`src/rtl/usb_pipe_pkg.sv`:
```
// Shared PIPE receive definitions: K-code constants, RX_STATUS encodings and the
// ordered-set framer state type.
package usb_pipe_pkg;

  localparam logic [7:0] COM_K = 8'hBC;  // K28.5
  localparam logic [7:0] SKP_K = 8'h3C;  // K28.1
  localparam logic [7:0] SDP_K = 8'h5C;  // K28.2

  localparam logic [2:0] RxStOk     = 3'b000;
  localparam logic [2:0] RxStDecErr = 3'b100;
  localparam logic [2:0] RxStEbOvf  = 3'b101;
  localparam logic [2:0] RxStEbUnf  = 3'b110;
  localparam logic [2:0] RxStDispErr = 3'b111;

  typedef enum logic {StHunt, StCollect} os_state_e;

  function automatic logic is_rx_err(input logic [2:0] status);
    return status inside {RxStDecErr, RxStEbOvf, RxStEbUnf, RxStDispErr};
  endfunction

endpackage

```
`src/rtl/usb_rx_os_monitor_if.sv`:
```
// PIPE receive symbol stream in, framed ordered-set / data / error results out.
interface usb_rx_os_monitor_if;
  logic [7:0] RX_DATA;
  logic       RX_DATAK;
  logic       RX_VALID;
  logic [2:0] RX_STATUS;
  logic       OS_VALID;
  logic [7:0] OS_ID;
  logic       OS_LOCK;
  logic [7:0] DATA_OUT;
  logic       DATA_VLD;
  logic [7:0] ERR_CNT;
  logic       ERR_PULSE;

  modport master (
    output RX_DATA, RX_DATAK, RX_VALID, RX_STATUS,
    input  OS_VALID, OS_ID, OS_LOCK, DATA_OUT, DATA_VLD, ERR_CNT, ERR_PULSE
  );

  modport slave (
    input  RX_DATA, RX_DATAK, RX_VALID, RX_STATUS,
    output OS_VALID, OS_ID, OS_LOCK, DATA_OUT, DATA_VLD, ERR_CNT, ERR_PULSE
  );
endinterface

```
`src/rtl/usb_os_store.sv`:
```
// Reference/shadow pair of ordered-set symbol registers ({K, data} per entry).
// The shadow fills as a set arrives; copy_i moves it (including this cycle's write) to the store.
module usb_os_store #(
  parameter int unsigned OS_LEN = 16,
  localparam int unsigned IdxW  = $clog2(OS_LEN)
) (
  input  logic            clk_i,
  input  logic            rst_ni,
  input  logic            wr_en_i,
  input  logic [IdxW-1:0] idx_i,
  input  logic [8:0]      sym_i,
  input  logic            copy_i,
  output logic            hit_o,
  output logic [7:0]      shadow1_o
);

  logic [8:0] store_q  [OS_LEN];
  logic [8:0] store_d  [OS_LEN];
  logic [8:0] shadow_q [OS_LEN];
  logic [8:0] shadow_d [OS_LEN];

  always_comb begin
    shadow_d = shadow_q;
    store_d  = store_q;
    if (wr_en_i) shadow_d[idx_i] = sym_i;
    if (copy_i)  store_d = shadow_d;
  end

  assign hit_o     = (store_q[idx_i] == sym_i);
  assign shadow1_o = shadow_q[1][7:0];

  always_ff @(posedge clk_i or negedge rst_ni) begin
    if (!rst_ni) begin
      store_q  <= '{default: '0};
      shadow_q <= '{default: '0};
    end else begin
      store_q  <= store_d;
      shadow_q <= shadow_d;
    end
  end

endmodule

```
`src/rtl/usb_rx_os_monitor.sv`:
```
// PIPE receive monitor: frames COM-led ordered sets, tracks repeats for lock,
// forwards data symbols outside sets and counts PHY/framing errors.
module usb_rx_os_monitor
  import usb_pipe_pkg::*;
#(
  parameter int unsigned OS_LEN   = 16,
  parameter int unsigned LOCK_CNT = 8,
  parameter logic [7:0]  COM_SYM  = COM_K
) (
  input logic                PHY_CLK,
  input logic                PHY_RST,
  usb_rx_os_monitor_if.slave bus
);

  localparam int unsigned IdxW = $clog2(OS_LEN);

  os_state_e       state_q, state_d;
  logic [IdxW-1:0] idx_q, idx_d;
  logic            match_q, match_d;
  logic            store_vld_q, store_vld_d;
  logic [7:0]      rep_q, rep_d;
  logic [7:0]      err_cnt_q, err_cnt_d;
  logic            os_valid_q, os_valid_d;
  logic [7:0]      os_id_q, os_id_d;
  logic            os_lock_q, os_lock_d;
  logic [7:0]      data_out_q, data_out_d;
  logic            data_vld_q, data_vld_d;
  logic            err_pulse_q, err_pulse_d;

  logic       wr_en, copy, hit, is_com, st_err;
  logic [7:0] shadow1;

  usb_os_store #(
    .OS_LEN (OS_LEN)
  ) u_store (
    .clk_i     (PHY_CLK),
    .rst_ni    (PHY_RST),
    .wr_en_i   (wr_en),
    .idx_i     (idx_q),
    .sym_i     ({bus.RX_DATAK, bus.RX_DATA}),
    .copy_i    (copy),
    .hit_o     (hit),
    .shadow1_o (shadow1)
  );

  assign is_com = bus.RX_DATAK && (bus.RX_DATA == COM_SYM);
  assign st_err = is_rx_err(bus.RX_STATUS);

  always_comb begin
    state_d     = state_q;
    idx_d       = idx_q;
    match_d     = match_q;
    store_vld_d = store_vld_q;
    rep_d       = rep_q;
    err_cnt_d   = err_cnt_q;
    os_id_d     = os_id_q;
    os_lock_d   = os_lock_q;
    data_out_d  = data_out_q;
    os_valid_d  = 1'b0;
    data_vld_d  = 1'b0;
    err_pulse_d = 1'b0;
    wr_en       = 1'b0;
    copy        = 1'b0;

    if (bus.RX_VALID) begin
      if (st_err || (state_q == StCollect && is_com)) begin
        err_pulse_d = 1'b1;
        if (err_cnt_q != 8'hFF) err_cnt_d = err_cnt_q + 8'd1;
        rep_d     = '0;
        os_lock_d = 1'b0;
        // A bare in-set COM restarts framing; any STATUS error drops back to hunting.
        if (state_q == StCollect && is_com && !st_err) begin
          idx_d   = IdxW'(1);
          match_d = 1'b1;
        end else begin
          state_d = StHunt;
        end
      end else if (state_q == StHunt) begin
        if (is_com) begin
          state_d = StCollect;
          idx_d   = IdxW'(1);
          match_d = 1'b1;
        end else if (!bus.RX_DATAK) begin
          data_vld_d = 1'b1;
          data_out_d = bus.RX_DATA;
        end
      end else begin
        wr_en   = 1'b1;
        // An empty store after reset must never count as a repeat.
        match_d = match_q && hit && store_vld_q;
        if (idx_q == IdxW'(OS_LEN - 1)) begin
          state_d    = StHunt;
          os_valid_d = 1'b1;
          os_id_d    = (OS_LEN == 2) ? bus.RX_DATA : shadow1;
          if (match_d) begin
            if (rep_q != 8'hFF) rep_d = rep_q + 8'd1;
          end else begin
            rep_d       = 8'd1;
            copy        = 1'b1;
            store_vld_d = 1'b1;
          end
          os_lock_d = (32'(rep_d) >= LOCK_CNT);
        end else begin
          idx_d = idx_q + IdxW'(1);
        end
      end
    end
  end

  always_ff @(posedge PHY_CLK or negedge PHY_RST) begin
    if (!PHY_RST) begin
      state_q     <= StHunt;
      idx_q       <= '0;
      match_q     <= 1'b0;
      store_vld_q <= 1'b0;
      rep_q       <= '0;
      err_cnt_q   <= '0;
      os_valid_q  <= 1'b0;
      os_id_q     <= '0;
      os_lock_q   <= 1'b0;
      data_out_q  <= '0;
      data_vld_q  <= 1'b0;
      err_pulse_q <= 1'b0;
    end else begin
      state_q     <= state_d;
      idx_q       <= idx_d;
      match_q     <= match_d;
      store_vld_q <= store_vld_d;
      rep_q       <= rep_d;
      err_cnt_q   <= err_cnt_d;
      os_valid_q  <= os_valid_d;
      os_id_q     <= os_id_d;
      os_lock_q   <= os_lock_d;
      data_out_q  <= data_out_d;
      data_vld_q  <= data_vld_d;
      err_pulse_q <= err_pulse_d;
    end
  end

  assign bus.OS_VALID  = os_valid_q;
  assign bus.OS_ID     = os_id_q;
  assign bus.OS_LOCK   = os_lock_q;
  assign bus.DATA_OUT  = data_out_q;
  assign bus.DATA_VLD  = data_vld_q;
  assign bus.ERR_CNT   = err_cnt_q;
  assign bus.ERR_PULSE = err_pulse_q;

endmodule

```
`src/flat_wrapper.sv`:
```
// flat-port wrapper written by rule: the top's interface ports become plain ports
module usb_rx_os_monitor_flat import usb_pipe_pkg::*;
#(
  parameter int unsigned OS_LEN   = 16,
  parameter int unsigned LOCK_CNT = 8,
  parameter logic [7:0]  COM_SYM  = COM_K
)
  (PHY_CLK, PHY_RST, bus_RX_DATA, bus_RX_DATAK, bus_RX_VALID, bus_RX_STATUS, bus_OS_VALID, bus_OS_ID, bus_OS_LOCK, bus_DATA_OUT, bus_DATA_VLD, bus_ERR_CNT, bus_ERR_PULSE);
  usb_rx_os_monitor_if bus_i ();
  input logic PHY_CLK;
  input logic PHY_RST;
  input wire logic [$bits(bus_i.RX_DATA)-1:0] bus_RX_DATA;
  input wire logic [$bits(bus_i.RX_DATAK)-1:0] bus_RX_DATAK;
  input wire logic [$bits(bus_i.RX_VALID)-1:0] bus_RX_VALID;
  input wire logic [$bits(bus_i.RX_STATUS)-1:0] bus_RX_STATUS;
  output wire logic [$bits(bus_i.OS_VALID)-1:0] bus_OS_VALID;
  output wire logic [$bits(bus_i.OS_ID)-1:0] bus_OS_ID;
  output wire logic [$bits(bus_i.OS_LOCK)-1:0] bus_OS_LOCK;
  output wire logic [$bits(bus_i.DATA_OUT)-1:0] bus_DATA_OUT;
  output wire logic [$bits(bus_i.DATA_VLD)-1:0] bus_DATA_VLD;
  output wire logic [$bits(bus_i.ERR_CNT)-1:0] bus_ERR_CNT;
  output wire logic [$bits(bus_i.ERR_PULSE)-1:0] bus_ERR_PULSE;
  assign bus_i.RX_DATA = bus_RX_DATA;
  assign bus_i.RX_DATAK = bus_RX_DATAK;
  assign bus_i.RX_VALID = bus_RX_VALID;
  assign bus_i.RX_STATUS = bus_RX_STATUS;
  assign bus_OS_VALID = bus_i.OS_VALID;
  assign bus_OS_ID = bus_i.OS_ID;
  assign bus_OS_LOCK = bus_i.OS_LOCK;
  assign bus_DATA_OUT = bus_i.DATA_OUT;
  assign bus_DATA_VLD = bus_i.DATA_VLD;
  assign bus_ERR_CNT = bus_i.ERR_CNT;
  assign bus_ERR_PULSE = bus_i.ERR_PULSE;
  usb_rx_os_monitor #(.OS_LEN(OS_LEN), .LOCK_CNT(LOCK_CNT), .COM_SYM(COM_SYM)) u_core (.PHY_CLK(PHY_CLK), .PHY_RST(PHY_RST), .bus(bus_i));
endmodule
```
`config.mk`:
```
export PLATFORM = sky130hd
export DESIGN_NAME = usb_rx_os_monitor_flat
export DESIGN_NICKNAME = d
export VERILOG_FILES = /design/src/rtl/usb_pipe_pkg.sv /design/src/rtl/usb_rx_os_monitor_if.sv /design/src/rtl/usb_os_store.sv /design/src/rtl/usb_rx_os_monitor.sv /design/src/flat_wrapper.sv
export SDC_FILE = /design/constraint.sdc
export NUM_CORES = 1
export LEC_CHECK = 0
export CAP_MARGIN = 15
export CORE_UTILIZATION = 29
export CTS_CLUSTER_DIAMETER = 200
export CTS_CLUSTER_SIZE = 8
export DETAILED_ROUTE_END_ITERATION = 7
export GPL_ROUTABILITY_DRIVEN = 0
export GPL_TIMING_DRIVEN = 0
export PLACE_DENSITY = 0.46
export RECOVER_POWER = 100
export SYNTH_ARGS = -nofsm -noshare
export SYNTH_HDL_FRONTEND = slang
export SYNTH_SLANG_ARGS = --single-unit
```
`constraint.sdc`:
```
create_clock -name PHY_CLK -period 3.45 [get_ports PHY_CLK]
set_input_delay 0.69 -clock PHY_CLK [delete_from_list [all_inputs] [get_ports PHY_CLK]]
set_output_delay 0.69 -clock PHY_CLK [all_outputs]
set_load 0.1 [all_outputs]
```
# After elaboration in Yosys (flattened, before gate mapping)
# Index checks and enable logic that the tools add are counted.
# classes
addsub	3
magnitude_cmp	3
eq_ne	12
mux	52
bitwise	6
n_reduce_logical	20
# op_table
operator	count
144-bit bitwise mux	1
144-bit two-way mux	1
8-bit two-way mux	9
9-bit binary-select mux with 4-bit select	1
9-bit demux with 4-bit select	1
1-bit two-way mux	31
9-bit two-way mux	3
4-bit two-way mux	5
8-bit by 1-bit adder with 8-bit output, second input constant	2
8-bit inequality test, second input constant	2
3-bit == test, second input constant	4
5-bit AND reduction	2
9-bit == test	1
3-bit AND reduction	3
8-bit == test, second input constant	1
8-bit by 4-bit >= comparator with 1-bit output, second input constant	1
4-bit AND reduction	2
1-bit logical AND	6
5-bit >= comparator, second input constant	1
5-bit by 1-bit less-than comparator with 1-bit output, second input constant	1
1-bit inverter	5
4-bit inverter with 5-bit output	1
4-bit by 1-bit adder with 4-bit output, second input constant	1
4-bit == test, second input constant	1
8 further kinds	10
# totals
reg_bits	331
in_bits	15
output_inout_bits	28
wordCells	140

# Longest topological paths before layout
# Gate-level depths: netlist of run 1.
# logic_depth
word_depth	16
mapped_depth	14
ltp_nobuf	8

# By module
# From an unflattened synthesis of run 1, not the netlist that was laid out.
# hier_totals
cells_unflattened	943
area_unflattened_um2	14203.6
# modules_own_cells
mod	n_inst	cells_each	area_each_um2	seq_area_each_um2
usb_os_store	1	761	12139.1	7206.9
usb_rx_os_monitor	1	182	2064.5	1076.0

# Worst setup path before layout of run 1
# Ideal clock, no wire load.
# synth_path
path_type	input port to flip-flop
from	input port bus_RX_DATA[0]
to	register u_core.u_store.store_q[0] (netlist bit)
setup_ns	0.125
t_arrival_ns	2.915
required_ns	3.325
slack_ns	0.410
cell_stages	11
n_path_buf	4
path_cell_list	clkbuf_1 nor4_1 or4_1 a211oi_1 a32o_1 o2111a_1 buf_6 a21o_1 buf_6 buf_8 mux2_4
# synth_between
elab_chain_cells	8
elab_cells_between_ends	16
cone_classes	eq/ne (2); mux (9); reduce/logical (5)
# synth_lines
item	line	source
start, declared	flat_wrapper.sv:12	input wire logic [$bits(bus_i.RX_DATA)-1:0] bus_RX_DATA;
9-bit == test	usb_os_store.sv:29	assign hit_o = (store_q[idx_i] == sym_i);
1-bit logical AND (2 in series)	usb_rx_os_monitor.sv:90	match_d = match_q && hit && store_vld_q;
1-bit two-way mux	usb_rx_os_monitor.sv:95	if (match_d) begin
1-bit two-way mux	usb_rx_os_monitor.sv:91	if (idx_q == IdxW'(OS_LEN - 1)) begin
1-bit two-way mux	usb_rx_os_monitor.sv:78	end else if (state_q == StHunt) begin
1-bit two-way mux	usb_rx_os_monitor.sv:66	if (st_err || (state_q == StCollect && is_com)) begin
1-bit two-way mux	usb_rx_os_monitor.sv:65	if (bus.RX_VALID) begin
end signal, assigned	usb_os_store.sv:37	store_q <= store_d;
end, declared	usb_os_store.sv:17	logic [8:0] store_q [OS_LEN];
# Several ways; a longest one is shown, not always the timed one.
# A chain may end at the register's enable or synchronous reset.

# Final worst setup path of run 1
# layout_path
from	register u_core.idx_q[1]
to	register u_core.u_store.store_q[81] (netlist bit)
# layout_between
elab_chain_cells	12
elab_cells_between_ends	20
cone_classes	order compare (2); eq/ne (2); mux (12); bitwise (1); reduce/logical (3)
# layout_lines
item	line	source
start, declared	usb_rx_os_monitor.sv:18	logic [IdxW-1:0] idx_q, idx_d;
start signal, assigned	usb_rx_os_monitor.sv:126	idx_q <= idx_d;
4-bit inverter with 5-bit output (implied by the code)	usb_os_store.sv:25, usb_os_store.sv:29	
9-bit binary-select mux with 4-bit select	usb_os_store.sv:29	
9-bit two-way mux (implied by the code) (2 in series)	usb_os_store.sv:29	
9-bit == test	usb_os_store.sv:29	
1-bit logical AND (2 in series)	usb_rx_os_monitor.sv:90	
1-bit two-way mux	usb_rx_os_monitor.sv:95	
1-bit two-way mux	usb_rx_os_monitor.sv:91	
1-bit two-way mux	usb_rx_os_monitor.sv:78	
1-bit two-way mux	usb_rx_os_monitor.sv:66	
1-bit two-way mux	usb_rx_os_monitor.sv:65	
# Several ways; a longest one is shown, not always the timed one. The select of a mux whose other input is x is not followed.

==> impl_metrics.py, run 1 <==
metrics = {
    "flow_run": {
        "drv_cap": 0,
    },
    "global_route": {
        "grt_pass1_wl_um": 60700,
        "overflow": 0,
        "track_usage": 0.163,
        "antenna_found_initial": 1,
        "grt_pass1_vias": 8936,
        "grt_max_degree": 118,
    },
    "finish": {
        "nNetsFinal": 1141,
        "drive_above_1_share": 0.363,
        "area.growth.synth_to_final_pct": 24.0,
        "diodes": 0,
        "utilization": 0.367,
        "fin_cells": 1785,
    },
    "setup_path": {
        "critPathLaunch": "u_core.idx_q[1]$_DFFE_PN0P_",
        "start_kind": "flip-flop",
        "worstSetupPathType": "flip-flop to flip-flop",
        "critical_path_arrival_ns": 3.82,
        "reg2reg_from": "u_core.idx_q[1]$_DFFE_PN0P_",
        "path_max_fanout": 10,
        "crit_path_end_kind": "flip-flop",
        "worst_ep_required_time_ns": 3.87,
    },
    "power_and_ir_drop": {
        "power.share.combinational": 0.218,
        "switching_share": 0.302,
        "p_switching_mw": 3.16,
        "clockPowerShare": 0.380,
        "pwr-share-seq": 0.402,
        "power.internal_mw": 7.30,
        "p_leak_nw": 8.83,
        "ir_drop_mv": 0.336,
        "p_per_area_nw_per_um2": 577,
    },
    "clock_network": {
        "clock_latency_ns": 0.57,
        "cts_sinks": 322,
        "numCtsBuffers": 46,
        "htree_levels": 2,
        "cts.clk_slew.worst_paths_ns": 0.05,
        "cts_buffer_depth": 3,
        "cts_root_buf": "clkbuf_16",
        "cts_tree": "built",
    },
    "yosys": {
        "syn_area_um2": 14600,
        "yosysTopAreaCell": "dfrtp_1",
        "syn_inst": 988,
        "synth_top_area_frac": 0.551,
        "synth_nets": 1009,
        "synth-edff-count": 0,
        "ys_seq_elements": 322,
        "synth_seq_area_share": 0.551,
        "synth-main-ff-cell": "dfrtp_1",
        "async_flop_share": 1.00,
        "syn_area_per_cell_um2": 14.8,
        "synth_warnings": 0,
        "synth.most_common_cell": "dfrtp_1",
        "synthTopCellsByArea": "dfrtp_1 (55%), mux2_4 (14%), mux2_2 (12%), mux2i_1 (3.4%), mux4_2 (2.2%)",
        "netlist_top_cells_count": "dfrtp_1 (322), mux2_2 (150), mux2_4 (138)",
        "ys_types": 60,
    },
    "timing": {
        "setup_viol": 0,
        "clock.fmax_ghz": 0.294,
        "finalCriticalPeriod_ns": 3.40,
        "drv_slew": 0,
        "finalHoldViolCount": 0,
        "finClkSkew_ns": 0.0366,
        "rsz0062_at_grt": "true",
        "finalCritPeriodShare": 0.985,
        "tightest_slew_ns": 1.40,
        "slew_headroom": 0.0683,
    },
    "routing": {
        "post_drt_wl_per_cell_um": 23.3,
        "vias_per_cell": 4.80,
        "ant_nets": 0,
        "remaining_drc_errors": 0,
        "dr_total_vias": 8567,
        "first_pass_iters": 4,
        "drtIter0Drc": 579,
        "wl_um": 41500,
    },
    "die": {
        "initial_core_util": 0.296,
        "die_y_um": 227,
        "core_um2": 49400,
        "fp.dieW_um": 227,
        "dieArea_um2": 51300,
        "rows": 81,
        "ioPinCount": 43,
    },
    "worst_hold_path": {
        "hold_path_class": "input port to asynchronous set/reset pin",
    },
    "place": {
        "placed_cells": 1697,
        "numPortBuffers": 39,
        "hpwl_um": 26100,
    },
    "status": {
        "status": "finished, final reports clean",
    },
}
worst max-delay path, cell delays in order, from the launching register on:
cell	delay [ns]
dfrtp_1	0.39
buf_12	0.19
buf_12	0.18
buf_16	0.16
buf_4	0.14
mux2i_1	0.28
a22oi_1	0.14
nand2_1	0.10
xnor2_1	0.14
nor3_2	0.08
o2111a_2	0.30
buf_6	0.13
a21o_4	0.24
buf_12	0.15
clkbuf_16	0.18
buf_12	0.15
mux2_4	0.29
flip-flops by register name, indices dropped and copies added, names as in the netlist:
name / flops
u_core.u_store.shadow_q: 127
u_core.idx_q: 4
u_core.state_q: 1
u_core.bus.DATA_VLD: 1
u_core.bus.OS_LOCK: 1
u_core.bus.DATA_OUT: 8
u_core.bus.OS_VALID: 1
u_core.bus.ERR_CNT: 8
u_core.bus.ERR_PULSE: 1
u_core.store_vld_q: 1
u_core.u_store.shadow1_o: 8
u_core.u_store.store_q: 144
u_core.bus.OS_ID: 8
u_core.match_q: 1
u_core.rep_q: 8
routing by layer:
layer	track usage	wire [µm]
met1	0.232	19900
met2	0.249	19000
met3	0.0302	1470
met4	0.0514	1150
met5	0	0
layout make-up:
cell class | instances | area, µm²
Fill cell | 4742 | 31200
Sequential cell | 322 | 8060
Multi-Input combinational cell | 598 | 6250
Clock buffer | 47 | 1180
Timing Repair Buffer | 84 | 1070
Tap cell | 664 | 831
Buffer | 59 | 694
Inverter | 9 | 33.8
Clock inverter | 2 | 17.5
cell usage in the layout, fill, tap and decap left out, types with 4 or more instances in the layout:
cell type / count
buf_4: 20
mux4_2: 14
clkdlybuf4s50_1: 8
mux2_4: 138
clkbuf_1: 24
a31oi_1: 4
nor2b_1: 5
buf_16: 6
a22oi_1: 11
mux2i_1: 39
inv_1: 7
nor3_1: 13
a21oi_1: 13
a22o_1: 7
nand3_1: 13
nor2_2: 8
mux2_2: 89
o21ai_0: 15
and3_1: 7
xnor2_1: 11
nor2_1: 12
clkbuf_16: 59
dfrtp_1: 322
buf_6: 5
mux2i_2: 8
xor2_1: 7
nand2_1: 58
dlygate4sd3_1: 30
mux2_1: 61
nand2b_1: 6
ha_1: 6
buf_12: 27
path summary, 6_finish.rpt:
kind / endpoint / slack, ns / depth (start not counted)
worst min-delay path: u_core.u_store.shadow_q[14]$_DFF_PN0_ / 0.19 / 1
min in group PHY_CLK: u_core.bus.OS_ID[0]$_DFFE_PN0P_ / 0.47 / 2
max in group asynchronous: u_core.u_store.store_q[111]$_DFFE_PN0P_ / 0.91 / 3
worst min register to register: u_core.bus.OS_ID[0]$_DFFE_PN0P_ / 0.47 / 2
worst max-delay path: u_core.u_store.store_q[81]$_DFFE_PN0P_ / 0.05 / 16
worst max register to register: u_core.u_store.store_q[81]$_DFFE_PN0P_ / 0.05 / 16
power groups by stage:
stage	clock network (mW)	logic [mW]	registers [mW]
after floorplan	0	0.878	4.69
after global placement	0	1.97	4.28
after detailed placement	0	1.99	4.27
after CTS	4.11	2.23	4.21
after global routing	4.24	2.40	4.24
final	3.97	2.29	4.21
kinds of logic after synthesis:
kind of cell	after synthesis	synth area share
multiplexers	352	0.313
AO/OA/AOI/OAI	78	0.0386
AND/OR/NAND/NOR	142	0.0468
flip-flops	322	0.551
adder cells (fa/ha/maj)	6	0.00513
buffers and inverters	68	0.0336
XOR/XNOR	20	0.0120
per-stage QoR:
step / hold slack [ns] / area [µm²] / TNS (ns) / worst slack [ns] / power [mW]
after CTS: 0.241 / 17600 / -0.365 / -0.0373 / 10.6
after detailed placement: 0.466 / 16000 / -152.05 / -0.864 / 6.26
after global routing: 0.274 / 18100 / -1.06 / -0.0379 / 10.9
final: 0.195 / 18100 / 0 / 0.0507 / 10.5
after floorplan: 0.394 / 14600 / 0 / 0.410 / 5.57
after global placement: 0.463 / 15800 / -4358.44 / -13.05 / 6.25
timing repair:
| item | in CTS | in global routing |
|---|---|---|
| gates cloned | 1 | 12 |
| hold buffers | 0 | 0 |
| pin swaps | 3 | 10 |
| setup buffers | 12 | 14 |
| resized for setup | 63 | 51 |
| endpoints found under the setup margin | 146 | 140 |
Note: power is estimated with default switching activity, not from simulation.
==> inputs of run 2 (changes only) <==
--- a/config.mk
+++ b/config.mk
@@ -14,6 +14,7 @@
 export GPL_TIMING_DRIVEN = 0
 export PLACE_DENSITY = 0.46
 export RECOVER_POWER = 100
+export SLEW_MARGIN = 10
 export SYNTH_ARGS = -nofsm -noshare
 export SYNTH_HDL_FRONTEND = slang
 export SYNTH_SLANG_ARGS = --single-unit
==> run 2 against run 1 <==
The flow now finishes with violations (capacitance limit, slew limit); total power is 0.42% lower; clock power barely moved; worst hold slack lost 0.18 ns; final area down 1.2%; sequential power hardly changed; clock skew fell by 0.0030 ns; largest cell class unchanged.
==> impl_metrics.py, run 2 (synthesis results as in run 1) <==
metrics = {
    "timing": {
        "finalCriticalPeriod_ns": 3.38,
        "setup_viol": 0,
        "rsz0062_at_grt": "true",
        "finalHoldViolCount": 0,
        "whs_ns": 0.0159,
        "finalCritPeriodShare": 0.979,
        "slew_headroom": -0.145,
        "tightest_slew_ns": 1.72,
        "drv_slew": 65,
        "setup-tns-final_ns": 0,
        "clock.fmax_ghz": 0.296,
        "finClkSkew_ns": 0.0336,
    },
    "power_and_ir_drop": {
        "p_switching_mw": 3.16,
        "p_per_area_nw_per_um2": 582,
        "pwr-share-seq": 0.404,
        "switching_share": 0.304,
        "p_leak_nw": 8.55,
        "power.internal_mw": 7.26,
        "power.share.combinational": 0.216,
        "ir_drop_mv": 0.338,
        "clockPowerShare": 0.380,
    },
    "place": {
        "numPortBuffers": 39,
        "hpwl_um": 26400,
    },
    "finish": {
        "regMostFlops": "u_core.u_store.store_q",
        "diodes": 0,
        "area.growth.synth_to_final_pct": 22.4,
        "layout_common_cells": "dfrtp_1 (322), mux2_2 (150), mux2_4 (138), nand2_1 (57), clkbuf_16 (48)",
        "largest_register_ffs": 144,
        "nNetsFinal": 1122,
        "final_common_cell": "dfrtp_1",
        "drive_above_1_share": 0.413,
        "reg.largest.list": "u_core.u_store.store_q (144), u_core.u_store.shadow_q (127)",
    },
    "global_route": {
        "grt_pass1_vias": 9029,
        "grt_pass1_wl_um": 61400,
        "track_usage": 0.165,
        "overflow": 0,
        "grt_max_degree": 89,
        "antenna_found_initial": 0,
    },
    "clock_network": {
        "cts_sinks": 322,
        "numCtsBuffers": 46,
        "cts_buffer_depth": 3,
        "cts_root_buf": "clkbuf_16",
        "cts.clk_slew.worst_paths_ns": 0.05,
        "htree_levels": 2,
        "ctsHoldBuffers": 0,
        "cts_tree": "built",
        "clock_latency_ns": 0.58,
    },
    "routing": {
        "remaining_drc_errors": 0,
        "post_drt_wl_per_cell_um": 23.0,
        "ant_nets": 0,
        "drtIter0Drc": 515,
        "first_pass_iters": 4,
        "wl_um": 40600,
        "dr_total_vias": 8448,
        "vias_per_cell": 4.78,
    },
    "status": {
        "violations": "capacitance limit, slew limit",
        "status": "finished, violations left",
    },
    "flow_run": {
        "drv_cap": 1,
    },
    "setup_path": {
        "start_kind": "input port",
        "crit_path_end_kind": "flip-flop",
        "path_max_fanout": 9,
        "worstSetupPathType": "input port to flip-flop",
        "critical_path_arrival_ns": 3.82,
        "worst_ep_required_time_ns": 3.89,
    },
    "die": {
        "dieArea_um2": 51300,
        "initial_core_util": 0.296,
        "rows": 81,
        "die_y_um": 227,
        "core_um2": 49400,
        "ioPinCount": 43,
        "fp.dieW_um": 227,
    },
    "worst_hold_path": {
        "hold_path_class": "input port to asynchronous set/reset pin",
    },
}
run 2: changes by cell type in the layout (fill, tap and decap cells not counted), sizes merged:
cell           before  now
dlygate4sd3        30    3
clkinv              2    3
clkdlybuf4s50       8   35
buf                64   57
clkbuf             88   75
inv                 9   10
run 2: power by group through the flow:
stage	clock network, mW	logic (mW)	registers (mW)
after floorplan	0	0.878	4.69
after global routing	4.24	2.36	4.24
after detailed placement	0	1.99	4.27
after CTS	4.08	2.25	4.21
after global placement	0	1.97	4.28
final	3.96	2.25	4.21
run 2: final timing paths:
path,cells past startpoint,end,from,slack [ns]
max,8,u_core.u_store.store_q[15]$_DFFE_PN0P_,bus_RX_DATA[3],0.07
min,1,u_core.u_store.shadow_q[14]$_DFF_PN0_,PHY_RST,0.02
max reg2reg,13,u_core.u_store.store_q[72]$_DFFE_PN0P_,u_core.idx_q[1]$_DFFE_PN0P_,0.10
min reg2reg,2,u_core.bus.OS_ID[1]$_DFFE_PN0P_,u_core.bus.OS_ID[1]$_DFFE_PN0P_,0.47
max in group asynchronous,5,u_core.bus.DATA_OUT[2]$_DFFE_PN0P_,PHY_RST,0.60
min in group PHY_CLK,2,u_core.bus.OS_ID[1]$_DFFE_PN0P_,u_core.bus.OS_ID[1]$_DFFE_PN0P_,0.47
run 2: per-layer routing:
metal,GRT usage,share of wire
met5,0,0
met4,0.0623,0.027
met3,0.0277,0.036
met2,0.251,0.46
met1,0.234,0.48
run 2: through the flow:
| stage | setup slack, ns | util | instances | power (mW) | cell area [µm²] |
|---|---|---|---|---|---|
| 2_1_floorplan | 0.410 | - | 988 | 5.57 | 14600 |
| 3_3_place_gp | -13.05 | 0.321 | 1691 | 6.25 | 15800 |
| 3_5_place_dp | -0.815 | 0.324 | 1698 | 6.27 | 16000 |
| 4_1_cts | -0.0414 | 0.357 | 1760 | 10.5 | 17600 |
| 5_1_grt | -0.0201 | 0.363 | 1767 | 10.8 | 17900 |
| 6_report | 0.0719 | 0.363 | 1767 | 10.4 | 17900 |
run 2: final cells by class:
cell class / instances / area, µm²
buffer: 59 / 681
multi-input combinational: 598 / 6330
timing repair buffer: 65 / 778
sequential: 322 / 8060
tap: 664 / 831
clock buffer: 46 / 1150
fill: 4720 / 31400
clock inverter: 4 / 42.5
inverter: 9 / 33.8
run 2: worst max-delay path, cell delays in order:
cell,delay [ns]
clkdlybuf4s50_1,0.60
and4b_1,0.34
and4_1,0.26
nor2_1,0.37
nand2_1,0.40
nor2_4,0.48
mux2_2,0.40
mux2_4,0.26
run 2: timing repair:
item / in CTS / in global routing
gates resized for setup: 70 / 38
setup endpoints to repair: 146 / 139
gates cloned: 1 / 2
buffers inserted: 11 / 5
pin swaps: 6 / 8
